`src/rtl/logic_unit_pipe_if.sv`:
```
// ---------------------------------------------------------------------------
// logic_unit_pipe_if
// Bundles the valid/ready operand bus, the result bus and the status
// outputs of logic_unit_pipe.
//   master : the side that sends operands and consumes results
//   slave  : the logic unit itself
// Signals:
//   in_valid/in_ready      operand handshake
//   in_a/in_b/in_op        operands (N bits) and 3-bit operation select
//   out_valid/out_ready    result handshake
//   out_result             N-bit result
//   out_zero/out_parity    flags that travel with the result
//   op_count               CNT_W-bit count of completed output handshakes
// ---------------------------------------------------------------------------
interface logic_unit_pipe_if #(
   parameter int N     = 32,
   parameter int CNT_W = 16
);
   logic             in_valid;
   logic             in_ready;
   logic [N-1:0]     in_a;
   logic [N-1:0]     in_b;
   logic [2:0]       in_op;
   logic             out_valid;
   logic             out_ready;
   logic [N-1:0]     out_result;
   logic             out_zero;
   logic             out_parity;
   logic [CNT_W-1:0] op_count;

   modport master (
      output in_valid, in_a, in_b, in_op, out_ready,
      input  in_ready, out_valid, out_result, out_zero, out_parity, op_count
   );

   modport slave (
      input  in_valid, in_a, in_b, in_op, out_ready,
      output in_ready, out_valid, out_result, out_zero, out_parity, op_count
   );
endinterface

```
`src/rtl/logic_unit_pipe.sv`:
```
// ---------------------------------------------------------------------------
// logic_unit_pipe
// Pipelined N-bit bitwise logic unit for the ALU datapath. Eight logic
// operations are evaluated on accepted operands, zero/parity flags are
// derived from that result, and the bundle travels through STAGES register
// stages before reaching the output. A single advance signal moves the whole
// pipe, so a stalled output freezes every stage (bubbles stay in place).
// Ports:
//   clk  - clock, all state changes on the rising edge
//   rst  - synchronous active-high reset
//   bus  - logic_unit_pipe_if slave: operand/result handshakes, flags and
//          the completed-operation counter
// Parameters: N (width), STAGES (1..4), CNT_W (counter width)
// ---------------------------------------------------------------------------
module logic_unit_pipe #(
   parameter int N      = 32,
   parameter int STAGES = 2,
   parameter int CNT_W  = 16
) (
   input  logic            clk,
   input  logic            rst,
   logic_unit_pipe_if.slave bus
);

   logic                       adv;
   logic [N-1:0]               f_result;
   logic                       f_zero;
   logic                       f_parity;

   logic [STAGES-1:0]          valid_q, valid_d;
   logic [STAGES-1:0][N-1:0]   result_q, result_d;
   logic [STAGES-1:0]          zero_q, zero_d;
   logic [STAGES-1:0]          parity_q, parity_d;
   logic [CNT_W-1:0]           count_q, count_d;

   // The pipe may move whenever the last stage is empty or being drained.
   // in_ready depends only on the last-stage valid and out_ready, never on
   // in_valid, so there is no combinational loop back to the producer.
   assign adv          = !valid_q[STAGES-1] || bus.out_ready;
   assign bus.in_ready = adv;

   // Operation decode on the incoming operands; the flags are derived here
   // once and then simply carried along with the result.
   always_comb begin
      f_result = '0;
      case (bus.in_op)
         3'b000: f_result = ~bus.in_a;
         3'b001: f_result = bus.in_a & bus.in_b;
         3'b010: f_result = bus.in_a | bus.in_b;
         3'b011: f_result = bus.in_a ^ bus.in_b;
         3'b100: f_result = ~(bus.in_a & bus.in_b);
         3'b101: f_result = ~(bus.in_a | bus.in_b);
         3'b110: f_result = ~(bus.in_a ^ bus.in_b);
         3'b111: f_result = bus.in_a;
         default: f_result = '0;
      endcase
      f_zero   = (f_result == '0);
      f_parity = ^f_result;
   end

   // Next-state for the stages and the counter. Stage 0 loads in_valid as its
   // valid bit, so an idle cycle enters the pipe as a bubble; data in a
   // bubble is whatever the operand bus held and is never observed.
   always_comb begin
      valid_d  = valid_q;
      result_d = result_q;
      zero_d   = zero_q;
      parity_d = parity_q;
      count_d  = count_q;
      if (adv) begin
         valid_d[0]  = bus.in_valid;
         result_d[0] = f_result;
         zero_d[0]   = f_zero;
         parity_d[0] = f_parity;
         for (int k = 1; k < STAGES; k++) begin
            valid_d[k]  = valid_q[k-1];
            result_d[k] = result_q[k-1];
            zero_d[k]   = zero_q[k-1];
            parity_d[k] = parity_q[k-1];
         end
      end
      if (valid_q[STAGES-1] && bus.out_ready) begin
         count_d = count_q + CNT_W'(1);
      end
   end

   // State registers. Reset clears payloads too so the outputs read zero
   // right after reset, not just invalid.
   always_ff @(posedge clk) begin
      if (rst) begin
         valid_q  <= '0;
         result_q <= '0;
         zero_q   <= '0;
         parity_q <= '0;
         count_q  <= '0;
      end else begin
         valid_q  <= valid_d;
         result_q <= result_d;
         zero_q   <= zero_d;
         parity_q <= parity_d;
         count_q  <= count_d;
      end
   end

   assign bus.out_valid  = valid_q[STAGES-1];
   assign bus.out_result = result_q[STAGES-1];
   assign bus.out_zero   = zero_q[STAGES-1];
   assign bus.out_parity = parity_q[STAGES-1];
   assign bus.op_count   = count_q;

endmodule

```
`src/flat_wrapper.sv`:
```
// flat-port wrapper written by rule: the top's interface ports become plain ports
module logic_unit_pipe_flat 
#(
   parameter int N      = 32,
   parameter int STAGES = 2,
   parameter int CNT_W  = 16
)
  (clk, rst, bus_in_valid, bus_in_a, bus_in_b, bus_in_op, bus_out_ready, bus_in_ready, bus_out_valid, bus_out_result, bus_out_zero, bus_out_parity, bus_op_count);
  logic_unit_pipe_if #(.N(N), .CNT_W(CNT_W)) bus_i ();
  input  logic clk;
  input  logic rst;
  input wire logic [$bits(bus_i.in_valid)-1:0] bus_in_valid;
  input wire logic [$bits(bus_i.in_a)-1:0] bus_in_a;
  input wire logic [$bits(bus_i.in_b)-1:0] bus_in_b;
  input wire logic [$bits(bus_i.in_op)-1:0] bus_in_op;
  input wire logic [$bits(bus_i.out_ready)-1:0] bus_out_ready;
  output wire logic [$bits(bus_i.in_ready)-1:0] bus_in_ready;
  output wire logic [$bits(bus_i.out_valid)-1:0] bus_out_valid;
  output wire logic [$bits(bus_i.out_result)-1:0] bus_out_result;
  output wire logic [$bits(bus_i.out_zero)-1:0] bus_out_zero;
  output wire logic [$bits(bus_i.out_parity)-1:0] bus_out_parity;
  output wire logic [$bits(bus_i.op_count)-1:0] bus_op_count;
  assign bus_i.in_valid = bus_in_valid;
  assign bus_i.in_a = bus_in_a;
  assign bus_i.in_b = bus_in_b;
  assign bus_i.in_op = bus_in_op;
  assign bus_i.out_ready = bus_out_ready;
  assign bus_in_ready = bus_i.in_ready;
  assign bus_out_valid = bus_i.out_valid;
  assign bus_out_result = bus_i.out_result;
  assign bus_out_zero = bus_i.out_zero;
  assign bus_out_parity = bus_i.out_parity;
  assign bus_op_count = bus_i.op_count;
  logic_unit_pipe #(.N(N), .STAGES(STAGES), .CNT_W(CNT_W)) u_core (.clk(clk), .rst(rst), .bus(bus_i));
endmodule
```
`config.mk`:
```
export PLATFORM = sky130hd
export DESIGN_NAME = logic_unit_pipe_flat
export DESIGN_NICKNAME = d
export VERILOG_FILES = /design/src/rtl/logic_unit_pipe_if.sv /design/src/rtl/logic_unit_pipe.sv /design/src/flat_wrapper.sv
export SDC_FILE = /design/constraint.sdc
export NUM_CORES = 1
export LEC_CHECK = 0
export BUFFER_PORTS_ARGS = -buffer_cell sky130_fd_sc_hd__buf_2
export CORE_UTILIZATION = 30
export CTS_CLUSTER_DIAMETER = 30
export DETAILED_ROUTE_END_ITERATION = 10
export SYNTH_ARGS = -nofsm -noshare
export SYNTH_HDL_FRONTEND = slang
export SYNTH_SLANG_ARGS = --single-unit
```
`constraint.sdc`:
```
create_clock -name clk -period 4.76 [get_ports clk]
set_input_delay 0.952 -clock clk [delete_from_list [all_inputs] [get_ports clk]]
set_output_delay 0.952 -clock clk [all_outputs]
set_load 0.03 [all_outputs]
```
==> reports/results.txt <==
post-synthesis sequential area ratio -> 23.51%
number of port buffers -> 122
Die Y -> 158.2 microns
first drt pass iteration count -> 5
number of post-CTS setup repair buffers -> 0
num rows -> 56
Post-Layout Cell Count -> 1,325
core box area -> 23,680 sq um
hpwl dp -> 14.36 mm
Worst-Skew Late Latency -> 0.33 ns
syn_nets -> 1,110
initial antenna violation count -> 0
post-synthesis register bit count -> 86
commonest cells after routing, fill and taps aside -> nand2_1, buf_2, dfxtp_1
dominant cell type by area after synthesis -> dfxtp_1
final period utilization -> 76.64%
final core occ -> 34.60%
GR Overflow Total -> 0
final wirelength -> 19.54 mm
worst hold slack -> 0.4452 ns
# nets final -> 1,152
first-pass GRT wire length -> 31.06 mm
Post-synth EDFFs -> 0
Yosys top cell area share -> 23.51%
Ys Warns -> 0
status -> finished clean
slew margin rel. -> 36.93%
async set-reset flop share out of synthesis -> 0%
Starting Density -> 30.92%
Vias per Instance -> 5.091
vias after detailed routing -> 6,746
Setup violations, final -> 0
worst-case clock buffer depth -> 2
All-Layer GR Usage -> 15.61%
Num CTS Buffers -> 9
Worst-path clk slew -> 0.06 ns
H-tree levels -> 3
WL per Instance -> 14.75 microns
f_max -> 0.2741 GHz
Avg Cell Area, Syn -> 7.644 sq um
CTS hold repair buffers -> 0
Die Wd -> 158.2 microns
arrival time at the worst endpoint -> 3.90 ns
Max Slew Vio Count -> 0
area of the die -> 25,040 sq um
Unique masters post-synth -> 53
maxcap violations -> 0
area grow syn2layout -> 11.91%
Ports -> 123
DRC viols -> 0
CTS tree -> done
FILL cells -> 2,584
Peak VDD IR -> 0.2024 mV
TritonCTS Sinks -> 86
post-CTS resize count -> 0
Inst Count DP -> 1,308
clock period minus worst slack -> 3.648 ns
required time worst endpoint -> 5.01 ns
CP max FO -> 36
Critical Path Start Type -> primary input
Slew @ Worst Pin -> 0.9460 ns
leakage power -> 3.662 nW
Clock Tree Root -> clkbuf_16
largest net degree at the start of global routing -> 102
top post-synthesis cells by area -> dfxtp_1, ha_1, nand2_1, a21oi_1, buf_4
gpl congestion -> 0.7813
CP endpoint kind -> register
RSZ-0062 raised after global routing -> false
Antenna Nets Post-Route -> 0
number of global-route vias before repair -> 6,118
final hold viol count -> 0
clock skew -> 0.004953 ns
Top FF cell, synth -> dfxtp_1
layout cell share with drive strength beyond 1 -> 18.81%
Hold Path Class -> register to register
Netlist Area Pre-Place -> 7323 sq um
kind of critical path -> primary input to register
commonest non-fill, non-tap cell in the layout -> nand2_1
P per Cell Area -> 277.4 nW/um^2
DR iter-0 viols -> 519
post-synthesis cell count -> 958
setup_tns -> 0 ns
==> path summary, 6_finish.rpt <==
path | startpoint | to | slack [ns] | cells after the start
setup / recovery | bus_in_op[1] | u_core.parity_q[0]$_SDFFE_PP0P_ | 1.11 | 11
hold / removal | u_core.bus.out_result[30]$_SDFFE_PP0P_ | u_core.bus.out_result[30]$_SDFFE_PP0P_ | 0.45 | 2
setup reg to reg | u_core.valid_q[1]$_SDFFE_PP0P_ | u_core.result_q[29]$_SDFFE_PP0P_ | 2.60 | 6
hold reg to reg | u_core.bus.out_result[30]$_SDFFE_PP0P_ | u_core.bus.out_result[30]$_SDFFE_PP0P_ | 0.45 | 2
==> flip-flops by register name (all words and copies together) (netlist names) <==
| name | count |
|---|---|
| u_core.parity_q | 2 |
| u_core.valid_q | 2 |
| u_core.result_q | 32 |
| u_core.bus.out_result | 32 |
| u_core.bus.op_count | 16 |
| u_core.zero_q | 2 |
==> logic make-up after synthesis <==
| kind of cell | count (synthesis) | share of synthesized area, % |
|---|---|---|
| and+or+nand+nor | 293 | 18.59 |
| buffers and inverters | 177 | 11.96 |
| xor gates and xnor gates | 24 | 2.870 |
| AOI/OAI and AO/OA | 268 | 24.91 |
| adders and majority gates | 81 | 13.84 |
| muxes | 29 | 4.323 |
| DFF | 86 | 23.51 |
==> per-stage QoR <==
stage          setup WS, ns  power, mW  cell area (sq um)
6_report              1.112      2.273               8195
4_1_cts               1.156      2.296               8193
3_3_place_gp         0.8292      1.540               7876
2_1_floorplan         1.552      1.389               7323
5_1_grt              0.8811      2.415               8193
3_5_place_dp         0.8085      1.550               7876
==> layer usage <==
metal | vias to the layer above | part of all wire (%) | global-route usage [%]
li1 | 3444 | - | -
met1 | 3129 | 50 | 22.22
met5 | - | 0 | 0
met4 | 0 | 1.0 | 3.846
met3 | 13 | 4.8 | 2.053
met2 | 160 | 44 | 24.60
==> power by group <==
| group | switching (mW) | leakage, nW | internal (mW) | total, mW |
|---|---|---|---|---|
| clock network | 0.266 | 0.157 | 0.472 | 0.739 |
| logic | 0.416 | 2.80 | 0.313 | 0.729 |
| registers | 0.0282 | 0.708 | 0.777 | 0.805 |
==> critical path, stage by stage <==
cell and delay, ns:
buf_2 0.33, buf_4 0.43, nor3b_1 0.25, a222oi_1 0.12, o32ai_1 0.66, ha_1 0.35, xnor2_1 0.18, xnor2_1 0.15
xnor2_1 0.15, xnor2_1 0.09, a211oi_1 0.21
==> final cells by class <==
cell class              instances  area, sq um  share of cell area (%)
flip-flops and latches         86         1722                   21.01
multi-input cells             695         4728                   57.69
repair buffers                137        760.7                   9.282
well taps                     319        399.1                   4.870
clock inverters                 4        70.07                  0.8550
clock buffers                  12        246.5                   3.008
diodes                          1        2.502                 0.03053
inverters                      71        266.5                   3.252
==> cell usage after synthesis (all sizes together), types with 5 or more instances <==
cell,n
nor3b,6
nand2,139
xnor2,20
mux2,21
o221ai,7
nor4,8
a22oi,17
o21ai,54
nor2b,15
inv,71
clkbuf,36
or3,10
a211oi,38
nor2,63
and3,16
buf,70
mux2i,8
o211ai,31
a21oi,69
o2111ai,5
ha,81
nand4,6
dfxtp,86
and3b,5
a2111o,5
a311o,12
nand3,16
o32ai,7
a32oi,7
Note: power is estimated with default switching activity, not from simulation.
